<file path="src/rtl/muladd_pkg.sv">
// rtl/muladd_pkg.sv - shared widths, pipeline depth and operand bundle for the muladd issue controller
//
// Purpose:
//   Common definitions used by muladd_issue_ctrl and muladd_result_fifo.
//   A_W/B_W/C_W/Y_W are the DSP operand and result widths. DSP_LAT is the
//   number of registered stages between the A/B inputs and P, i.e. the
//   length of the token shift register that tracks in-flight operations.
// Ports: none (package).
package muladd_pkg;

  localparam int A_W     = 8;
  localparam int B_W     = 8;
  localparam int C_W     = 16;
  localparam int Y_W     = 16;
  localparam int DSP_LAT = 3;

  typedef struct packed {
    logic [A_W-1:0] a;
    logic [B_W-1:0] b;
    logic [C_W-1:0] c;
  } operand_t;

endpackage : muladd_pkg

</file>
<file path="src/rtl/muladd_result_fifo.sv">
// rtl/muladd_result_fifo.sv - synchronous result FIFO with registered head
//
// Purpose:
//   Buffers DSP results until the downstream consumer takes them. The head
//   entry is read straight out of the storage registers, so the output is
//   registered and a pushed word becomes visible the cycle after the push.
//   No bypass: a push into an empty FIFO is not visible in the same cycle.
//   Push and pop in the same cycle are allowed, including when full; the
//   popped slot is the one being overwritten, which is safe because its
//   data is consumed on that same edge.
//
// Parameters:
//   DEPTH  number of entries, power of two, >= 2
//   W      data width
//
// Ports:
//   clock      in   clock
//   reset      in   synchronous active-low reset (empties the FIFO)
//   push       in   write push_data at the tail
//   push_data  in   W-bit data to write
//   pop        in   discard the head entry
//   full       out  DEPTH entries held
//   empty      out  no entries held
//   head       out  oldest entry (valid when !empty)
module muladd_result_fifo
  import muladd_pkg::*;
#(
  parameter int DEPTH = 4,
  parameter int W     = Y_W
) (
  input  logic         clock,
  input  logic         reset,
  input  logic         push,
  input  logic [W-1:0] push_data,
  input  logic         pop,
  output logic         full,
  output logic         empty,
  output logic [W-1:0] head
);

  localparam int PW = $clog2(DEPTH);
  localparam logic [PW-1:0] PTR_ONE   = PW'(1);
  localparam logic [PW:0]   CNT_ONE   = (PW + 1)'(1);
  localparam logic [PW:0]   CNT_DEPTH = (PW + 1)'(DEPTH);

  logic [W-1:0]  mem_q [DEPTH];
  logic [W-1:0]  mem_d [DEPTH];
  logic [PW-1:0] wr_ptr_q, wr_ptr_d;
  logic [PW-1:0] rd_ptr_q, rd_ptr_d;
  logic [PW:0]   count_q, count_d;

  always_comb begin
    mem_d    = mem_q;
    wr_ptr_d = wr_ptr_q;
    rd_ptr_d = rd_ptr_q;
    count_d  = count_q;
    if (push) begin
      mem_d[wr_ptr_q] = push_data;
      wr_ptr_d        = wr_ptr_q + PTR_ONE;
    end
    if (pop) begin
      rd_ptr_d = rd_ptr_q + PTR_ONE;
    end
    // Simultaneous push and pop leave the occupancy unchanged.
    if (push && !pop) begin
      count_d = count_q + CNT_ONE;
    end else if (pop && !push) begin
      count_d = count_q - CNT_ONE;
    end
  end

  always_ff @(posedge clock) begin
    if (!reset) begin
      wr_ptr_q <= '0;
      rd_ptr_q <= '0;
      count_q  <= '0;
    end else begin
      wr_ptr_q <= wr_ptr_d;
      rd_ptr_q <= rd_ptr_d;
      count_q  <= count_d;
    end
  end

  // Storage needs no reset: stale entries are never presented while empty.
  always_ff @(posedge clock) begin
    mem_q <= mem_d;
  end

  assign full  = (count_q == CNT_DEPTH);
  assign empty = (count_q == '0);
  assign head  = mem_q[rd_ptr_q];

endmodule : muladd_result_fifo

</file>
<file path="src/rtl/muladd_issue_ctrl.sv">
// rtl/muladd_issue_ctrl.sv - stream issue/capture controller around a fused multiply-add DSP stage
//
// Purpose:
//   Feeds operand triples into an external DSP computing y = a*b + c with
//   registered A/B, M and P stages (C unregistered, one shared enable),
//   delays c by two enabled cycles so it meets M at the P register, tracks
//   in-flight tokens and captures valid P outputs into a result FIFO that
//   drives the output stream. When the FIFO is full and P holds a valid
//   result nobody can take, the whole DSP pipeline freezes via dsp_en.
//   The pipeline also advances on bubbles so results drain without input.
//
// Optional feature (macro MULADD_ISSUE_PERF_EN):
//   Adds perf_issued (accepted triples) and perf_stall (cycles with
//   in_valid & !in_ready), both cleared by reset and wrapping at 2^32.
//
// Parameters:
//   FIFO_DEPTH  result FIFO entries, power of two, >= 2
//
// Ports:
//   clock        in   single clock
//   reset        in   synchronous active-low reset
//   in_valid     in   operand triple valid
//   in_ready     out  operand triple accepted when in_valid & in_ready
//   in_a/in_b    in   multiplicand / multiplier
//   in_c         in   addend
//   dsp_a/dsp_b  out  combinational copies of in_a/in_b to DSP A/B
//   dsp_c        out  addend aligned to the P-load edge
//   dsp_en       out  shared DSP clock enable
//   dsp_y        in   DSP P output
//   out_valid    out  result available
//   out_ready    in   result consumed when out_valid & out_ready
//   out_y        out  (a*b + c) mod 2^16, registered FIFO head
//   perf_issued  out  (MULADD_ISSUE_PERF_EN only) accepted triple count
//   perf_stall   out  (MULADD_ISSUE_PERF_EN only) stalled cycle count
module muladd_issue_ctrl
  import muladd_pkg::*;
#(
  parameter int FIFO_DEPTH = 4
) (
  input  logic           clock,
  input  logic           reset,
  input  logic           in_valid,
  output logic           in_ready,
  input  logic [A_W-1:0] in_a,
  input  logic [B_W-1:0] in_b,
  input  logic [C_W-1:0] in_c,
  output logic [A_W-1:0] dsp_a,
  output logic [B_W-1:0] dsp_b,
  output logic [C_W-1:0] dsp_c,
  output logic           dsp_en,
  input  logic [Y_W-1:0] dsp_y,
  output logic           out_valid,
  input  logic           out_ready,
`ifdef MULADD_ISSUE_PERF_EN
  output logic [31:0]    perf_issued,
  output logic [31:0]    perf_stall,
`endif
  output logic [Y_W-1:0] out_y
);

  operand_t           op;
  logic [DSP_LAT-1:0] vld_q, vld_d;
  logic [C_W-1:0]     c_d1_q, c_d1_d;
  logic [C_W-1:0]     c_d2_q, c_d2_d;
  logic               fifo_full;
  logic               fifo_empty;
  logic               fifo_push;
  logic               fifo_pop;

  assign op = '{a: in_a, b: in_b, c: in_c};

  assign dsp_a = op.a;
  assign dsp_b = op.b;
  assign dsp_c = c_d2_q;

  assign out_valid = !fifo_empty;
  assign fifo_pop  = out_valid & out_ready;

  // Freeze only when P holds a valid result that cannot be stored: a
  // bubble in P, free FIFO space, or a same-cycle pop all let it advance.
  assign dsp_en   = !vld_q[DSP_LAT-1] | !fifo_full | fifo_pop;
  assign in_ready = dsp_en;

  // P is captured only on an advancing edge, so a frozen P is pushed once.
  assign fifo_push = vld_q[DSP_LAT-1] & dsp_en;

  always_comb begin
    vld_d  = vld_q;
    c_d1_d = c_d1_q;
    c_d2_d = c_d2_q;
    if (dsp_en) begin
      // Bubbles enter as in_valid = 0 so the token chain mirrors A/B -> M -> P.
      vld_d  = {vld_q[DSP_LAT-2:0], in_valid};
      // Two stages: c must arrive at the C pin on the edge M loads into P.
      c_d1_d = op.c;
      c_d2_d = c_d1_q;
    end
  end

  always_ff @(posedge clock) begin
    if (!reset) begin
      vld_q  <= '0;
      c_d1_q <= '0;
      c_d2_q <= '0;
    end else begin
      vld_q  <= vld_d;
      c_d1_q <= c_d1_d;
      c_d2_q <= c_d2_d;
    end
  end

  muladd_result_fifo #(
    .DEPTH (FIFO_DEPTH),
    .W     (Y_W)
  ) u_result_fifo (
    .clock     (clock),
    .reset     (reset),
    .push      (fifo_push),
    .push_data (dsp_y),
    .pop       (fifo_pop),
    .full      (fifo_full),
    .empty     (fifo_empty),
    .head      (out_y)
  );

`ifdef MULADD_ISSUE_PERF_EN
  logic [31:0] perf_issued_q, perf_issued_d;
  logic [31:0] perf_stall_q, perf_stall_d;

  always_comb begin
    perf_issued_d = perf_issued_q;
    perf_stall_d  = perf_stall_q;
    if (in_valid && in_ready) begin
      perf_issued_d = perf_issued_q + 32'd1;
    end
    if (in_valid && !in_ready) begin
      perf_stall_d = perf_stall_q + 32'd1;
    end
  end

  always_ff @(posedge clock) begin
    if (!reset) begin
      perf_issued_q <= '0;
      perf_stall_q  <= '0;
    end else begin
      perf_issued_q <= perf_issued_d;
      perf_stall_q  <= perf_stall_d;
    end
  end

  assign perf_issued = perf_issued_q;
  assign perf_stall  = perf_stall_q;
`endif

endmodule : muladd_issue_ctrl

</file>
<file path="config.mk">
export PLATFORM = sky130hd
export DESIGN_NAME = muladd_issue_ctrl
export DESIGN_NICKNAME = d
export VERILOG_FILES = /design/src/rtl/muladd_pkg.sv /design/src/rtl/muladd_result_fifo.sv /design/src/rtl/muladd_issue_ctrl.sv
export SDC_FILE = /design/constraint.sdc
export NUM_CORES = 1
export LEC_CHECK = 0
export BUFFER_PORTS_ARGS = -buffer_cell sky130_fd_sc_hd__buf_2
export CORE_MARGIN = 4
export CORE_UTILIZATION = 59
export CTS_BUF_LIST = sky130_fd_sc_hd__clkbuf_4
export DETAILED_ROUTE_END_ITERATION = 10
export PLACE_DENSITY = 0.95
export SLEW_MARGIN = 10
export SYNTH_ARGS = -nofsm -noshare
export SYNTH_HDL_FRONTEND = slang
export SYNTH_SLANG_ARGS = --single-unit
export TNS_END_PERCENT = 20
</file>
<file path="constraint.sdc">
create_clock -name clock -period 4.4 [get_ports clock]
set_input_delay 0.88 -clock clock [delete_from_list [all_inputs] [get_ports clock]]
set_output_delay 0.88 -clock clock [all_outputs]
set_load 0.03 [all_outputs]
</file>
* After elaboration in Yosys (flattened, before gate mapping)
Cells that the tools add are included.
Word-level totals: register bits 106, bits of input ports 52, output and inout bits 51, logic and storage cells 42
Operators by class: add/subtract/negate cells 4, $lt $le $gt $ge 3, equal/unequal tests 1, multiplexer cells 8, bitwise logic cells 6, reductions and logical operators 10
Operator list (number):
- $bwmux 64 | 1
- $mux 16 | 3
- $bmux 16 s2 | 1
- $demux 16 s2 | 1
- $ge 3x3->1 const B | 2
- $mux 3 | 2
- $not 2->3 | 2
- $logic_not 1->1 | 5
- $add 2x1->2 const B | 2
- $add 3x1->3 const B | 1
- $eq 3x3->1 const B | 1
- $logic_and 1x1->1 | 3
- $logic_not 3->1 | 1
- $lt 3x1->1 const B | 1
- $sub 3x1->3 const B | 1
- $and 1x1->1 | 2
- $or 1x1->1 | 2
- $reduce_bool 2->1 | 1

* Longest topological paths before layout
Gate-level depths: netlist of the first run.
word-level depth 9, mapped depth 9, gate-level depth less buffers 8

* Cells and area by module
From an unflattened synthesis of the first run, not the netlist that was laid out.
Second synthesis, totals: cell total of the unflattened synthesis 277, area, all modules 4261.6 µm²
Modules (own cells, without submodules):
- muladd_result_fifo | times used 1, cells each 124, area an instance 2752.6 µm², sequential area each 2062.0 µm²
- muladd_issue_ctrl | times used 1, cells each 153, area an instance 1508.9 µm², sequential area each 700.7 µm²

* Worst setup path after synthesis of the first run
Ideal clock, no wire load.
kind input port to output port, start in out_ready, end out in_ready, data arrival time 1684 ps, data required time 3520 ps, setup slack 1836 ps, stages on the path 4, path buffers 2, path through nor4b_4 -> nand2_4 -> buf_6 -> buf_4
Between the ends: word-level cells in the longest chain between the ends 2
Ends and longest elaborated chain:
- start, declared | line muladd_issue_ctrl.sv:53 | input logic out_ready,
- $and 1x1->1 | line muladd_issue_ctrl.sv:77 | assign fifo_pop = out_valid & out_ready;
- $or 1x1->1 | line muladd_issue_ctrl.sv:81 | assign dsp_en = !vld_q[DSP_LAT-1] | !fifo_full | fifo_pop;
- end, declared | line muladd_issue_ctrl.sv:43 | output logic in_ready,
Every way passes these cells.

* Final worst setup path of the first run
start reg u_result_fifo.rd_ptr_q[0], end out out_y[12]
Between the ends: word-level cells in the longest chain between the ends 4
Ends and longest elaborated chain:
- start, declared | line muladd_result_fifo.sv:49 | logic [PW-1:0] rd_ptr_q, rd_ptr_d;
- start signal, assigned | line muladd_result_fifo.sv:79 | rd_ptr_q <= rd_ptr_d;
- $not 2->3 (not written as such) | line muladd_result_fifo.sv:91 | assign head = mem_q[rd_ptr_q];
- $bmux 16 s2 | line muladd_result_fifo.sv:91
- $mux 16 (not written as such) (2 in series) | line muladd_result_fifo.sv:91
- end, declared | line muladd_issue_ctrl.sv:58 | output logic [Y_W-1:0] out_y
Every way passes these cells. The select of a mux whose other input is x is not followed.

==> results_dict.tcl, run 1 <==
set metrics [dict create \
    diodes 0 \
    synthToLayoutAreaGrowth_pct 9.83 \
    dr.pass1.iters 4 \
    synth_xor_area_share_pct 0.837 \
    drive_gt1_share_pct 31.5 \
    cts.sinks 106 \
    power_density_nw_per_um2 458 \
    synth-compound-area-share_pct 0.807 \
    drt-initial-drc-count 100 \
    synth-async-reset-ratio_pct 0 \
    crit_arrival_ps 2330 \
    synth_warnings 0 \
    setup_ws_ps 1190 \
    grt_start_max_net_pins 62 \
    maxSlewViolCount 0 \
    first_global_vias 2327 \
    cp-end-kind "output pin" \
    syn_nets 336 \
    whs_path_depth 2 \
    ys.flop_type "edfxtp_1" \
    hold_viol 0 \
    vdd_drop_max_mv 0.190 \
    synthTopCellsByArea "edfxtp_1, dfxtp_1, mux2i_1" \
    post-dp-hpwl_mm 4.57 \
    pre_cts_ws_ps 1450 \
    htree_num_levels 3 \
    ys_ff_latch 106 \
    synth_top_area_share_pct 45.9 \
    die_height_microns 92.3 \
    grt-ovfl-total 0 \
    met1_length_mm 2.77 \
    dieWidth_microns 92.3 \
    postCtsHoldBufs 0 \
    portBuffers 70 \
    ys_seq_area_share_pct 66.0 \
    synth_cells 278 \
    cp.required_ps 3520 \
    num_rows 30 \
    cts_resized 0 \
    finalWorstPathRequiredPeriod_ps 3210 \
    clockRootBuffer "clkbuf_4" \
    yosysMostFrequentCell "edfxtp_1" \
    timing.slew.headroom_pct 27.6 \
    cts_buffers 9 \
    synthSimpleGateAreaFrac_pct 7.56 \
    avgViaCountPerCell 5.15 \
    cts_setup_buffers 0 \
    skew_ps 17.7 \
    ys_types 24 \
    syn_area_sq_um 4190 \
    hp-class "register to register" \
    grt_pass1_wl_mm 11.1 \
    drv_cap 0 \
    drc_errors 0 \
    setup_violations 0 \
    outcome "complete, no violations" \
    coreArea_sq_um 6830 \
    cts_tree "yes" \
    rsz0062_at_grt "no" \
    synthAdderAreaFrac_pct 1.97 \
    fillCellCount 505 \
    cts_buffer_depth 2 \
    synthTopCellsByCount "edfxtp_1, nand2_1, dfxtp_1" \
    dr.max_layer_used "met4" \
    wl_met3_microns 479 \
    yosysTopAreaCell "edfxtp_1" \
    wl_met2_mm 3.38 \
    gp_congestion 0.710 \
    clock_latency_ps 440 \
    antenna_found_initial 0 \
    grt_usage_pct 16.8 \
    tns_ps 0 \
    final.period_utilization_pct 72.9 \
    leakage_nw 1.93 \
    crit_type "register to output pin" \
    start_util_pct 61.3 \
    synth_top_family_by_area "multiplexers" \
    avgSynthCellArea_sq_um 15.1 \
    rr_worst_depth 8 \
    synthMuxAreaShare_pct 17.4 \
    tightest_slew_ps 1080 \
    critPathMaxFanout 17 \
    final_nets 386 \
    synth_edf_count 64 \
    via_count 2211 \
    max_freq_mhz 312 \
    wl_mm 6.69 \
    die-area_sq_um 8510 \
    drt.antenna.violating_nets 0 \
    final_util_pct 67.3 \
    cp-start-kind "register" \
    clkTransAtPathRegs_ps 160 \
    pin_count 103 \
    wl_per_cell_microns 15.6 \
]
layout by cell type (no fill, tap or decap), types with 5 or more instances in the layout:
cell type  netlist  layout
clkbuf_4         0      10
edfxtp_1        64      64
nand2_1         55      55
mux2i_1         37      37
dfxtp_1         42      42
and2_1           7       7
buf_2            1      70
ha_1             5       5
mux4_2          16      16
registers in the layout, indices dropped and copies added, names as in the netlist:
register	cells
u_result_fifo.count_q	3
vld_q	3
u_result_fifo.wr_ptr_q	2
u_result_fifo.mem_q	64
u_result_fifo.rd_ptr_q	2
dsp_c	16
c_d1_q	16
stage by stage:
step / power, W / cells / hold slack [ps] / area [sq um]
after floorplan: 0.00155 / 278 / 434 / 4190
after CTS: 0.00213 / 429 / 470 / 4600
after global routing: 0.00221 / 429 / 489 / 4600
after global placement: 0.00163 / 413 / 443 / 4450
final: 0.00211 / 429 / 467 / 4600
after detailed placement: 0.00164 / 413 / 446 / 4450
cell type report:
class | instances | area [sq um] | area share [%]
multi-input cells | 137 | 1200 | 26.1
clock inverters | 6 | 73.8 | 1.61
inverters | 3 | 11.3 | 0.245
clock buffers | 10 | 75.1 | 1.63
repair buffers | 71 | 358 | 7.78
well taps | 96 | 120 | 2.61
flip-flops and latches | 106 | 2760 | 60.1
power by group:
| part | internal, W | switching, W | total (W) |
|---|---|---|---|
| clock network | 0.000187 | 0.000312 | 0.000499 |
| logic | 0.000207 | 0.000235 | 0.000441 |
| registers | 0.00109 | 0.0000779 | 0.00117 |
final timing paths:
path	to	slack [ps]	start
setup / recovery	out_y[12]	1190	u_result_fifo.rd_ptr_q[0]
hold / removal	dsp_c[10]	470	dsp_c[10]
setup reg to reg	u_result_fifo.count_q[2]	1950	u_result_fifo.count_q[0]
hold reg to reg	dsp_c[10]	470	dsp_c[10]
cell families after synthesis:
kind of cell | after synthesis
flip-flops | 106
adder cells (fa/ha/maj) | 6
XOR/XNOR | 4
buffers and inverters | 35
AND/OR/NAND/NOR | 69
AO/OA/AOI/OAI | 5
multiplexers | 53
per-layer routing:
| metal | GRT usage (%) | up-vias |
|---|---|---|
| li1 | - | 1080 |
| met1 | 20.3 | 1048 |
| met2 | 29.0 | 75 |
| met3 | 5.50 | 8 |
| met4 | 4.21 | 0 |
| met5 | 0 | - |
worst max-delay path, stage by stage (launching register included):
cell and delay (ps):
dfxtp_1 1070, mux4_2 620, buf_2 190
No activity file was read; power rests on OpenSTA's default activity.
==> inputs of run 2 (changes only) <==
CORE_UTILIZATION = 50   (was 59)
PLACE_DENSITY = 0.87   (was 0.95)
clock period = 2.6 ns   (was 4.4 ns; I/O delays follow)
==> run 2 against run 1 <==
  * Sequential share of layout area fell by 0.34 points
  * Flip-flop and latch count unchanged
  * Cell count increased by 3.3%
  * Critical path depth is 1 higher
  * Largest cell class unchanged
  * Wire length rose by 3.8%
  * Via count rose by 1.4%
  * Final area increased by 0.57%
  * First-iteration DRC count decreased by 37%
  * Clock power is 48% higher
  * Register-to-register slack got worse by 1700 ps
  * Sequential power increased by 63%
  * Global-route usage down 1.7 points
==> results_dict.tcl, run 2 (synthesis results as in run 1) <==
set metrics [dict create \
    outcome "complete, no violations" \
    drc_errors 0 \
    layout_commonest_cell "buf_2" \
    rsz0062_at_grt "no" \
    clkTransAtPathRegs_ps 140 \
    largest_register_ff_count 64 \
    leakage_nw 1.95 \
    portBuffers 70 \
    pre_cts_ws_ps 263 \
    post_dp_cell_area_sq_um 4500 \
    diodes 0 \
    dieWidth_microns 99.5 \
    skew_ps 12.8 \
    cts_setup_buffers 0 \
    tns_ps 0 \
    cts.sinks 106 \
    coreArea_sq_um 8180 \
    fillCellCount 673 \
    dr.pass1.iters 4 \
    grt-ovfl-total 0 \
    cts_tree "yes" \
    finalWorstPathRequiredPeriod_ps 2370 \
    clockRootBuffer "clkbuf_4" \
    avgViaCountPerCell 5.06 \
    drive_gt1_share_pct 32.2 \
    power_density_nw_per_um2 752 \
    num_rows 33 \
    hold_viol 0 \
    grt_start_max_net_pins 35 \
    cts_buffer_depth 2 \
    hp-class "primary input to register" \
    r2r_start "u_result_fifo.count_q[0]" \
    gp_congestion 0.686 \
    crit_type "register to output pin" \
    start_util_pct 51.2 \
    max_freq_mhz 422 \
    setup_violations 0 \
    post-dp-hpwl_mm 4.83 \
    grt_pass1_wl_mm 11.4 \
    multiInputGateArea_sq_um 1200 \
    pin_count 103 \
    wl_per_cell_microns 15.7 \
    final.period_utilization_pct 91.2 \
    stdcell_area_sq_um 4630 \
    startpoint "u_result_fifo.rd_ptr_q[0]" \
    layout_common_cells "buf_2, edfxtp_1, nand2_1, dfxtp_1, mux2i_1" \
    maxSlewViolCount 0 \
    cp-start-kind "register" \
    final_nets 391 \
    synthToLayoutAreaGrowth_pct 10.5 \
    vdd_drop_max_mv 0.302 \
    critPathMaxFanout 16 \
    via_count 2241 \
    antenna_found_initial 0 \
    drt.antenna.violating_nets 0 \
    die-area_sq_um 9900 \
    placed_cells 427 \
    tightest_slew_ps 807 \
    timing.slew.headroom_pct 46.2 \
    hold_start "dsp_y[13]" \
    regMostFlops "u_result_fifo.mem_q" \
    die_height_microns 99.5 \
    fin_cells 443 \
    drt-initial-drc-count 63 \
    setup_ws_ps 228 \
    crit_arrival_ps 1850 \
    first_global_vias 2244 \
    cp.required_ps 2080 \
    cts_buffers 9 \
    cp-end-kind "output pin" \
    drv_cap 0 \
    clock_latency_ps 430 \
    htree_num_levels 3 \
    grt_usage_pct 15.0 \
    wl_mm 6.95 \
    seq_area_sq_um 2760 \
]
-- run 2: per-layer routing --
layer | vias to the layer above | share of wire [%] | track usage [%]
met5 | - | 0 | 0
met1 | 1075 | 42 | 18.5
met2 | 68 | 50 | 24.6
met4 | 0 | 0.78 | 4.41
li1 | 1089 | - | -
met3 | 9 | 7.1 | 6.10
-- run 2: power by group --
part           total [W]  internal [W]  switching, W
clock network   0.000740      0.000226      0.000513
registers        0.00191       0.00185     0.0000634
logic           0.000832      0.000358      0.000474
-- run 2: cell type report --
cell class                 count  area share, %
clock buffer                  11           1.79
clock inverter                 5          0.866
inverter                       3          0.243
multi-input combinational    137           25.9
sequential                   106           59.7
tap                          105           2.84
timing repair buffer          76           8.63
-- run 2: critical path, cell delays in order, from the launching register on --
cell     delay [ps]
dfxtp_1         410
buf_6           260
mux4_2          550
buf_2           190
-- run 2: per-stage QoR --
stage / utilization, % / power [W] / hold WS [ps]
finish: 56.6 / 0.00348 / 294
global route: 56.6 / 0.00368 / 237
CTS: 56.5 / 0.00352 / 264
detailed placement: 55.0 / 0.00279 / 444
global placement: 55.0 / 0.00276 / 440
floorplan: - / 0.00263 / 434
-- run 2: what timing repair did --
item | CTS | global route
setup endpoints to repair | 0 | 2
hold buffers | 0 | 0
resized for setup | 0 | 1
hold endpoints to repair | 0 | 0
-- run 2: worst paths after layout --
kind	end	slack, ps	cells past startpoint
min reg2reg	dsp_c[12]	470	2
min	u_result_fifo.mem_q[45]	290	1
max reg2reg	u_result_fifo.count_q[2]	280	7
max	out_y[3]	230	3
==> inputs of run 3 (changes only) <==
CORE_ASPECT_RATIO = 2   (was unset)
SKIP_LAST_GASP = 1   (was unset)
==> run 3 against run 2 <==
  * Worst setup slack worse by 47 ps
  * Maximum frequency decreased by 1.9%
  * Die area up 0.90%
  * Hold slack lost 12 ps
  * Sequential share of layout area fell by 0.13 points
  * Wire length decreased by 6.6%
  * Non-clock buffer count fell by 1
  * Flip-flop and latch count unchanged
  * First-iteration DRC count rose by 100%
  * Combinational power fell by 2%
  * Clock power is 16% higher
  * Critical path type unchanged
  * Critical endpoint is now out_y[11]
  * Largest cell class unchanged
  * Highest routed layer unchanged
==> results_dict.tcl, run 3 (synthesis results as in run 1) <==
set metrics [dict create \
    die-area_sq_um 9990 \
    critPathCapture "out_y[11]" \
    layout_common_cells "buf_2, edfxtp_1, nand2_1, dfxtp_1, mux2i_1" \
    critPathMaxFanout 16 \
    vdd_drop_max_mv 0.474 \
    post_dp_cell_area_sq_um 4480 \
    power_density_nw_per_um2 773 \
    timing.slew.headroom_pct 45.2 \
    crit_arrival_ps 1900 \
    clkTransAtPathRegs_ps 160 \
    wl_per_cell_microns 14.9 \
    grt_pass1_wl_mm 10.5 \
    critPathSlowestCell "mux4_2" \
    portBuffers 70 \
    dieWidth_microns 72.7 \
    cts_resized 0 \
    final_nets 390 \
    avgViaCountPerCell 5.03 \
    hold_viol 0 \
    crit_type "register to output pin" \
    rsz0062_at_grt "no" \
    via_count 2187 \
    start_util_pct 50.9 \
    cp-end-kind "output pin" \
    largest_register_ff_count 64 \
    grt_usage_pct 14.0 \
    cts_setup_buffers 0 \
    grt-ovfl-total 0 \
    final.period_utilization_pct 93.0 \
    drt-initial-drc-count 127 \
    post-dp-hpwl_mm 4.66 \
    die_height_microns 137 \
    timing.reg2reg.setup_slack_ps 300 \
    worst_r2r_endpoint "u_result_fifo.count_q[2]" \
    cts_tree "yes" \
    dr.pass1.iters 4 \
    wl_mm 6.49 \
    slowest_delay_ps 550 \
    hp-class "primary input to register" \
    gp_congestion 0.707 \
    maxSlewViolCount 0 \
    postCtsHoldBufs 0 \
    outcome "complete, no violations" \
    tightest_slew_ps 821 \
    coreArea_sq_um 8230 \
    tns_ps 0 \
    diodes 0 \
    grt_start_max_net_pins 62 \
    seq_area_sq_um 2760 \
    path_delay_family "multiplexers" \
    drv_cap 0 \
    leakage_nw 1.96 \
    regMostFlops "u_result_fifo.mem_q" \
    stdcell_area_sq_um 4640 \
    finalWorstPathRequiredPeriod_ps 2420 \
    path_depth 3 \
    setup_violations 0 \
    drive_gt1_share_pct 32.3 \
    cts.sinks 106 \
    fillCellCount 654 \
    pin_count 103 \
    whs_path_depth 1 \
    cp_cell_sequence "buf_4, mux4_2, buf_2" \
    cts_buffer_depth 2 \
    skew_ps 6.25 \
    clockRootBuffer "clkbuf_4" \
    drc_errors 0 \
    rr_worst_depth 7 \
    synthToLayoutAreaGrowth_pct 10.7 \
    crit_buf_inv 2 \
    multiInputGateArea_sq_um 1200 \
    cp.required_ps 2080 \
    startpoint "u_result_fifo.rd_ptr_q[0]" \
    first_global_vias 2212 \
    antenna_found_initial 0 \
    clock_latency_ps 430 \
    cp-start-kind "register" \
    drt.antenna.violating_nets 0 \
    max_freq_mhz 414 \
    cts_buffers 9 \
    num_rows 47 \
    layout_commonest_cell "buf_2" \
    htree_num_levels 3 \
    r2r_start "u_result_fifo.count_q[0]" \
]
## run 3: how the worst min path moves through the flow
stage,from,to,slack [ps]
after floorplan,vld_q[1],vld_q[1],430
after global placement,dsp_c[12],dsp_c[12],440
after CTS,dsp_y[10],u_result_fifo.mem_q[26],230
after detailed placement,dsp_c[5],dsp_c[5],450
final,dsp_y[10],u_result_fifo.mem_q[58],280
after global routing,dsp_y[5],u_result_fifo.mem_q[21],220
## run 3: per-layer routing
metal  GRT usage [%]  part of all wire [%]  vias to the layer above
met1            15.7                    39                     1016
met5               0                     0                        -
met3            3.73                   6.0                       14
met2            24.2                    53                       66
met4            6.57                   2.1                        0
li1                -                     -                     1091
## run 3: metrics by stage
step	total power [W]	hold WS (ps)	utilization (%)	cells	worst slack (ps)
floorplan	0.00263	434	-	278	436
global placement	0.00275	440	54.5	419	439
detailed placement	0.00278	447	54.5	419	275
CTS	0.00365	231	56.3	435	80.0
global route	0.00379	225	56.3	435	12.3
finish	0.00358	282	56.3	435	182
## run 3: report_power, final
part           switching, W  internal (W)  leakage (nW)  total [W]
sequential        0.0000623       0.00185         0.923    0.00191
combinational      0.000468      0.000350         0.951   0.000818
clock              0.000543      0.000316        0.0823   0.000859
total               0.00107       0.00251          1.96    0.00358
## run 3: area by class of cell
cell class | count | area share, %
flip-flops and latches | 106 | 59.6
inverters | 3 | 0.243
clock buffers | 9 | 1.46
multi-input cells | 137 | 25.9
well taps | 98 | 2.65
clock inverters | 7 | 1.84
repair buffers | 75 | 8.37
